==> config.mk <==
export PLATFORM = sky130hd
export DESIGN_NAME = seg7_scan_driver_flat
export DESIGN_NICKNAME = d
export VERILOG_FILES = /design/src/rtl/seg7_load_if.sv /design/src/rtl/seg7_scan_driver.sv /design/src/flat_wrapper.sv
export SDC_FILE = /design/constraint.sdc
export NUM_CORES = 1
export LEC_CHECK = 0
export CORE_MARGIN = 2
export CORE_UTILIZATION = 30
export DETAILED_ROUTE_END_ITERATION = 7
export HOLD_SLACK_MARGIN = 0.02
export PLACE_DENSITY_LB_ADDON = 0.2
export SETUP_SLACK_MARGIN = 0.5
export SLEW_MARGIN = 20
export SYNTH_ARGS = -nofsm -noshare
export SYNTH_HDL_FRONTEND = slang
export SYNTH_SLANG_ARGS = --single-unit
export TNS_END_PERCENT = 30
==> constraint.sdc <==
create_clock -name clk -period 2.1 [get_ports clk]
set_input_delay 0.21 -clock clk [delete_from_list [all_inputs] [get_ports clk]]
set_output_delay 0.21 -clock clk [all_outputs]
set_load 0.02 [all_outputs]
==> src/rtl/seg7_load_if.sv <==
// Load port carrying a 16-bit value into the 7-segment scan driver.
// Plain valid/ready handshake: a transfer happens on a clock edge with both high.
interface seg7_load_if;
   logic        load_valid;
   logic [15:0] load_data;
   logic        load_ready;

   modport master (
      output load_valid,
      output load_data,
      input  load_ready
   );

   modport slave (
      input  load_valid,
      input  load_data,
      output load_ready
   );
endinterface

==> src/rtl/seg7_scan_driver.sv <==
// Four-digit hex scan driver for a common-segment 7-segment display.
// Define SEG7_LZ_BLANK_EN to blank leading zero digits (digit 0 always shown).
module seg7_scan_driver #(
   parameter int REFRESH_DIV = 50000,
   parameter int DIV_W       = 16
) (
   input  logic        clk,
   input  logic        rst_n,
   seg7_load_if.slave  load,
   output logic [6:0]  seg,
   output logic [3:0]  an,
   output logic        frame_start
);

   logic [DIV_W-1:0] cnt;
   logic [1:0]       idx;
   logic [15:0]      shown;
   logic [15:0]      pending;
   logic             full;
   logic             tick;
   logic             boundary;
   logic [3:0]       nib;
   logic [6:0]       enc;
   logic             blank;

   assign tick     = (cnt == DIV_W'(REFRESH_DIV - 1));
   assign boundary = tick && (idx == 2'd3);
   assign load.load_ready = ~full;

   always_comb begin
      nib = 4'h0;
      case (idx)
         2'd0: nib = shown[3:0];
         2'd1: nib = shown[7:4];
         2'd2: nib = shown[11:8];
         2'd3: nib = shown[15:12];
         default: nib = 4'h0;
      endcase
   end

   always_comb begin
      enc = 7'b0000000;
      case (nib)
         4'h0: enc = 7'b1111110;
         4'h1: enc = 7'b0110000;
         4'h2: enc = 7'b1101101;
         4'h3: enc = 7'b1111001;
         4'h4: enc = 7'b0110011;
         4'h5: enc = 7'b1011011;
         4'h6: enc = 7'b1011111;
         4'h7: enc = 7'b1110000;
         4'h8: enc = 7'b1111111;
         4'h9: enc = 7'b1111011;
         4'hA: enc = 7'b1110111;
         4'hB: enc = 7'b0011111;
         4'hC: enc = 7'b1001110;
         4'hD: enc = 7'b0111101;
         4'hE: enc = 7'b1001111;
         4'hF: enc = 7'b1000111;
         default: enc = 7'b0000000;
      endcase
   end

`ifdef SEG7_LZ_BLANK_EN
   logic [1:0] msd;

   // Most significant nonzero digit; an all-zero value still lights digit 0.
   always_comb begin
      msd = 2'd0;
      if (shown[7:4]   != 4'h0) msd = 2'd1;
      if (shown[11:8]  != 4'h0) msd = 2'd2;
      if (shown[15:12] != 4'h0) msd = 2'd3;
   end

   assign blank = (idx > msd);
`else
   assign blank = 1'b0;
`endif

   always_ff @(posedge clk or negedge rst_n) begin
      if (!rst_n) begin
         cnt <= '0;
         idx <= 2'd0;
      end else if (tick) begin
         cnt <= '0;
         idx <= idx + 2'd1;
      end else begin
         cnt <= cnt + DIV_W'(1);
      end
   end

   // Apply only on the frame wrap so a new value never tears mid-frame.
   always_ff @(posedge clk or negedge rst_n) begin
      if (!rst_n) begin
         shown   <= 16'h0000;
         pending <= 16'h0000;
         full    <= 1'b0;
      end else if (boundary && full) begin
         shown <= pending;
         full  <= 1'b0;
      end else if (load.load_valid && !full) begin
         pending <= load.load_data;
         full    <= 1'b1;
      end
   end

   always_ff @(posedge clk or negedge rst_n) begin
      if (!rst_n) begin
         seg         <= 7'b0000000;
         an          <= 4'b0000;
         frame_start <= 1'b0;
      end else begin
         seg         <= blank ? 7'b0000000 : enc;
         an          <= 4'b0001 << idx;
         frame_start <= boundary;
      end
   end

endmodule

==> src/flat_wrapper.sv <==
// flat-port wrapper written by rule: the top's interface ports become plain ports
module seg7_scan_driver_flat 
#(
   parameter int REFRESH_DIV = 50000,
   parameter int DIV_W       = 16
)
  (clk, rst_n, seg, an, frame_start, load_load_valid, load_load_data, load_load_ready);
  seg7_load_if load_i ();
  input  logic clk;
  input  logic rst_n;
  output logic [6:0] seg;
  output logic [3:0] an;
  output logic frame_start;
  input wire logic [$bits(load_i.load_valid)-1:0] load_load_valid;
  input wire logic [$bits(load_i.load_data)-1:0] load_load_data;
  output wire logic [$bits(load_i.load_ready)-1:0] load_load_ready;
  assign load_i.load_valid = load_load_valid;
  assign load_i.load_data = load_load_data;
  assign load_load_ready = load_i.load_ready;
  seg7_scan_driver #(.REFRESH_DIV(REFRESH_DIV), .DIV_W(DIV_W)) u_core (.clk(clk), .rst_n(rst_n), .load(load_i), .seg(seg), .an(an), .frame_start(frame_start));
endmodule
After elaboration in Yosys (flattened, before gate mapping)
Memories as Yosys holds them, arrays and structs flattened. A register that Yosys moved wholly into a read port is not among the register bits.
Index checks and enable logic that the tools add are counted.
{"block": "word_totals", "regBits": 56, "mem_bits_ro": 112, "in_bits": 19, "output_inout_bits": 13, "elab_cells": 29, "memories": 1}
{"memory": "(name not given)", "words": 16, "width": 7, "read_ports": 1, "rd_clocked_by_memory_dff": 1, "write_ports": 0, "line": "seg7_scan_driver.sv:43", "text": "case (nib)"}
{"block": "classes", "n_addsub": 2, "n_eq_ne": 4, "shift": 1, "n_mux": 4, "bitwise_logic": 2, "reduce_logical": 8}
{"op": "$add 16x1->16 const B", "count": 1}
{"op": "$eq 16x16->1 const B", "count": 1}
{"op": "$mux 16", "count": 1}
{"op": "$pmux 4 s4", "count": 1}
{"op": "$eq 2x2->1 const B", "count": 2}
{"op": "$shl 1x2->4 const A", "count": 1}
{"op": "$logic_and 1x1->1", "count": 3}
{"op": "$add 2x1->2 const B", "count": 1}
{"op": "$eq 2x1->1 const B", "count": 1}
{"op": "$logic_not 1->1", "count": 2}
{"op": "$logic_not 2->1", "count": 1}
{"op": "$mux 1", "count": 2}
{"op": "$not 1->1", "count": 2}
{"op": "$reduce_and 2->1", "count": 1}
{"op": "$reduce_bool 2->1", "count": 1}

Depth between registers and ports, before layout
{"block": "depth", "word_depth": 5, "ltp_mapped": 9, "ltp_nobuf": 9}

Worst setup path before layout
No wires, ideal clock.
{"block": "synth_path", "path_kind": "reg2reg", "from": "reg u_core.idx[0]", "to": "reg u_core.seg[0]", "setup_time_ps": 87, "t_arrival_ps": 1931, "required_ps": 2013, "path_slack_ps": 81, "stages_incl_launch_ff": 8, "path_buffers": 0, "synth_period_minus_slack_ps": 2019, "cell_sequence": "dfrtp_1 -> inv_1 -> ha_1 -> mux2i_1 -> inv_1 -> ha_1 -> mux2_2 -> a22oi_1"}
{"block": "synth_between", "elab_chain_len": 2, "elab_cells_between_ends": 5, "classes_between": "eq/ne (3); mux (1); reduce/logical (1)"}
{"item": "start, declared", "line": "seg7_scan_driver.sv:16", "text": "logic [1:0] idx;"}
{"item": "start signal, assigned", "line": "seg7_scan_driver.sv:86", "text": "idx <= idx + 2'd1;"}
{"item": "$eq 2x2->1, or another cell as far along", "line": "seg7_scan_driver.sv:32", "text": "case (idx)"}
{"item": "$pmux 4 s4 *", "line": "seg7_scan_driver.sv:32"}
{"item": "end, declared", "line": "seg7_scan_driver.sv:10", "text": "output logic [6:0] seg,"}
Mark *: on every way between the ends. The rest lies on a longest branch, timed or not.
A chain may end at the register's enable or synchronous reset.

Worst setup path in the final report
{"block": "layout_path", "from": "reg u_core.idx[1]", "to": "reg u_core.seg[1]"}
The elaborated chain is that of the path after synthesis.

==> impl_metrics.env <==
export IMPL_status="finished clean"
export IMPL_synth_nets=249
export IMPL_grt_start_max_net_pins=64
export IMPL_finClkSkew_ns=0.00772
export IMPL_max_freq_ghz=0.481
export IMPL_cp_cell_sequence="ha_4 > a222oi_1 > inv_1 > mux2_4 > ha_4 > mux2_2 > a21oi_2"
export IMPL_die_h_um=101
export IMPL_die_x_um=101
export IMPL_rows=35
export IMPL_cp_end_kind="flop"
export IMPL_pwr_share_seq_pct=55.4
export IMPL_core_area_um2=9200
export IMPL_p_switching_mw=0.551
export IMPL_drc=0
export IMPL_drt_wirelength_per_cell_um=14.4
export IMPL_antenna_found_initial=0
export IMPL_num_nets_final=311
export IMPL_final_common_cell="dfrtp_1"
export IMPL_syn_to_final_growth_pct=40.2
export IMPL_fill_cells=865
export IMPL_final_cell_area_um2=3970
export IMPL_yosysTopAreaCell="dfrtp_1"
export IMPL_startpoint_type="flop"
export IMPL_placed_cells=369
export IMPL_insertion_delay_ns=0.35
export IMPL_synth_area_leaders="dfrtp_1 (56%), mux2_2 (15%), ha_1 (5.3%), xnor2_1 (2.5%), xor2_1 (2.2%)"
export IMPL_period_share_pct=99.0
export IMPL_cp_top_family="multiplexers"
export IMPL_die_area_um2=10200
export IMPL_hold_violations=0
export IMPL_crit_buf_inv=1
export IMPL_start_util_pct=30.8
export IMPL_timing_rr_end="u_core.seg[1]"
export IMPL_root_buffer="clkbuf_8"
export IMPL_fin_cells=396
export IMPL_ys_ff_latch=63
export IMPL_cts_buffers=9
export IMPL_holdWs_ns=0.396
export IMPL_powerDensity_nw_per_um2=577
export IMPL_floorplan_io_pins=32
export IMPL_rr_startpoint="u_core.idx[1]"
export IMPL_r2r_slack_ns=0.02
export IMPL_routed_via_density=4.66
export IMPL_synth_cell_types=39
export IMPL_syn_area_um2=2830
export IMPL_cts_buffer_depth=2
export IMPL_drtPass1Iterations=4
export IMPL_cpPeakStageDelay_ns=0.46
export IMPL_final_core_util_pct=43.1
export IMPL_clk_pin_slew_ns=0.08
export IMPL_grt_pass1_wl_mm=9.21
export IMPL_yosys_warnings=0
export IMPL_grt_pass1_vias=1884
export IMPL_max_slew_worst_pin_slew_ns=0.515
export IMPL_maxCapViolCount=0
export IMPL_synth_edf_count=0
export IMPL_rsz0062_at_grt="true"
export IMPL_max_vdd_ir_drop_mv=0.270
export IMPL_final_antenna_net_count=0
export IMPL_drive_gt1_share_pct=43.5
export IMPL_slew_violations=0
export IMPL_worstPathRequired_ns=2.37
export IMPL_final_cell_mix="dfrtp_1 (55), clkdlybuf4s50_1 (29), mux2_2 (20)"
export IMPL_htree_levels=3
export IMPL_synth_top_area_share_pct=55.7
export IMPL_cp_common_cell="ha_4"
export IMPL_clkPwrFrac_pct=40.4
export IMPL_ys_seq_area_share_pct=55.7
export IMPL_gp_congestion=0.767
export IMPL_cp_arrival_ns=2.35
export IMPL_hp_class="input pin to async pin"
export IMPL_p_leak_nw=1.68
export IMPL_combPwrFrac_pct=4.2
export IMPL_rr_worst_depth=7
export IMPL_crit_fanout=5
export IMPL_dpl_cell_area_um2=3430
export IMPL_antennaDiodeCount=0
export IMPL_finalSetupViolations=0
export IMPL_async_flop_share_pct=100
export IMPL_wl_mm=5.72
export IMPL_swShare_pct=24.1
export IMPL_cts_sinks=63
export IMPL_internal_power_mw=1.74
export IMPL_routed_via_count=1844
export IMPL_synthCells=218
export IMPL_crit_slowest_cell="dfrtp_2"
export IMPL_synthFlopType="dfrtp_1"
export IMPL_max_slew_margin_pct=65.6
export IMPL_overflow=0
export IMPL_fin_tns_setup_ns=0
export IMPL_drt_iter0_drc=66
export IMPL_gr_usage_all_layers_pct=11.9
export IMPL_avgSynthCellArea_um2=13.0
export IMPL_period_minus_slack_ns=2.08
export IMPL_dp_hpwl_mm=3.73
export IMPL_crit_type="flop to flop"
export IMPL_cts_tree="built"
export IMPL_io_buffers=31
[per-layer routing]
layer	global-route usage [%]	vias to the layer above	routed length [µm]
li1	-	893	-
met1	15.4	904	2740
met4	4.68	0	91
met3	4.76	9	263
met5	0	-	0
met2	17.9	38	2620
[cell usage after synthesis, drive strengths merged, types with 3 or more instances]
cell / count
mux2: 38
mux2i: 6
clkbuf: 4
and4: 3
xor2: 7
a222oi: 4
nand4: 5
nand3: 5
xnor2: 8
nand2: 6
ha: 12
nor2: 16
inv: 12
and2: 3
dfrtp: 63
[worst max-delay path by stage]
stage	startpoint	end	slack, ns	cells after the start
after global placement	u_core.idx[0]	u_core.seg[5]	0.03	9
after floorplan	u_core.idx[0]	u_core.seg[5]	0.19	9
after detailed placement	u_core.idx[0]	u_core.seg[5]	-0.02	9
after CTS	u_core.idx[0]	u_core.seg[3]	0.01	8
final	u_core.idx[1]	u_core.seg[1]	0.02	7
after global routing	u_core.idx[1]	u_core.seg[3]	-0.09	7
[per-stage QoR]
stage	total power [mW]	worst slack, ns
CTS	2.33	0.0112
detailed placement	1.39	-0.0211
floorplan	1.31	0.187
global placement	1.39	0.0334
finish	2.29	0.0216
global route	2.39	-0.0858
[worst min-delay path, cell delays in order]
cell and delay (ns):
dlygate4sd3_1 0.53, buf_2 0.12, buf_12 0.28
[power by group through the flow]
stage,logic [mW],clock network (mW),registers [mW]
final,0.0950,0.924,1.27
after global routing,0.107,1.01,1.27
after CTS,0.0976,0.968,1.27
after detailed placement,0.0957,0,1.29
after global placement,0.0941,0,1.29
after floorplan,0.0316,0,1.28
[sequential cells by signal (all words and copies together) (netlist names)]
register / cells
u_core.full: 1
u_core.frame_start: 1
u_core.seg: 7
u_core.cnt: 16
u_core.an: 4
u_core.idx: 2
u_core.shown: 16
u_core.pending: 16
[cell families (layout without fill, tap and decap cells)]
logic type / after synthesis / in the layout / share of synthesized area, %
DFF: 63 / 63 / 55.7
and+or+nand+nor: 53 / 53 / 10.8
muxes: 44 / 44 / 17.2
buffers and inverters: 18 / 85 / 2.74
xor gates and xnor gates: 15 / 15 / 4.64
AOI/OAI and AO/OA: 13 / 13 / 3.58
adders and majority gates: 12 / 12 / 5.30
[repair_timing]
item | CTS | global route
gates cloned | 0 | 1
hold buffers | 1 | 0
setup buffers | 4 | 5
pin swaps | 3 | 14
resized for setup | 18 | 47
setup endpoints to repair | 26 | 29
hold endpoints to repair | 63 | 0
[layout make-up]
type / count / area (µm²) / share of cell area (%)
inverter: 12 / 47.5 / 1.20
clock buffer: 9 / 124 / 3.12
tap: 111 / 139 / 3.50
multi-input combinational: 137 / 1450 / 36.5
clock inverter: 7 / 48.8 / 1.23
timing repair buffer: 57 / 572 / 14.4
sequential: 63 / 1590 / 40.0
(Power assumes the default switching activity.)
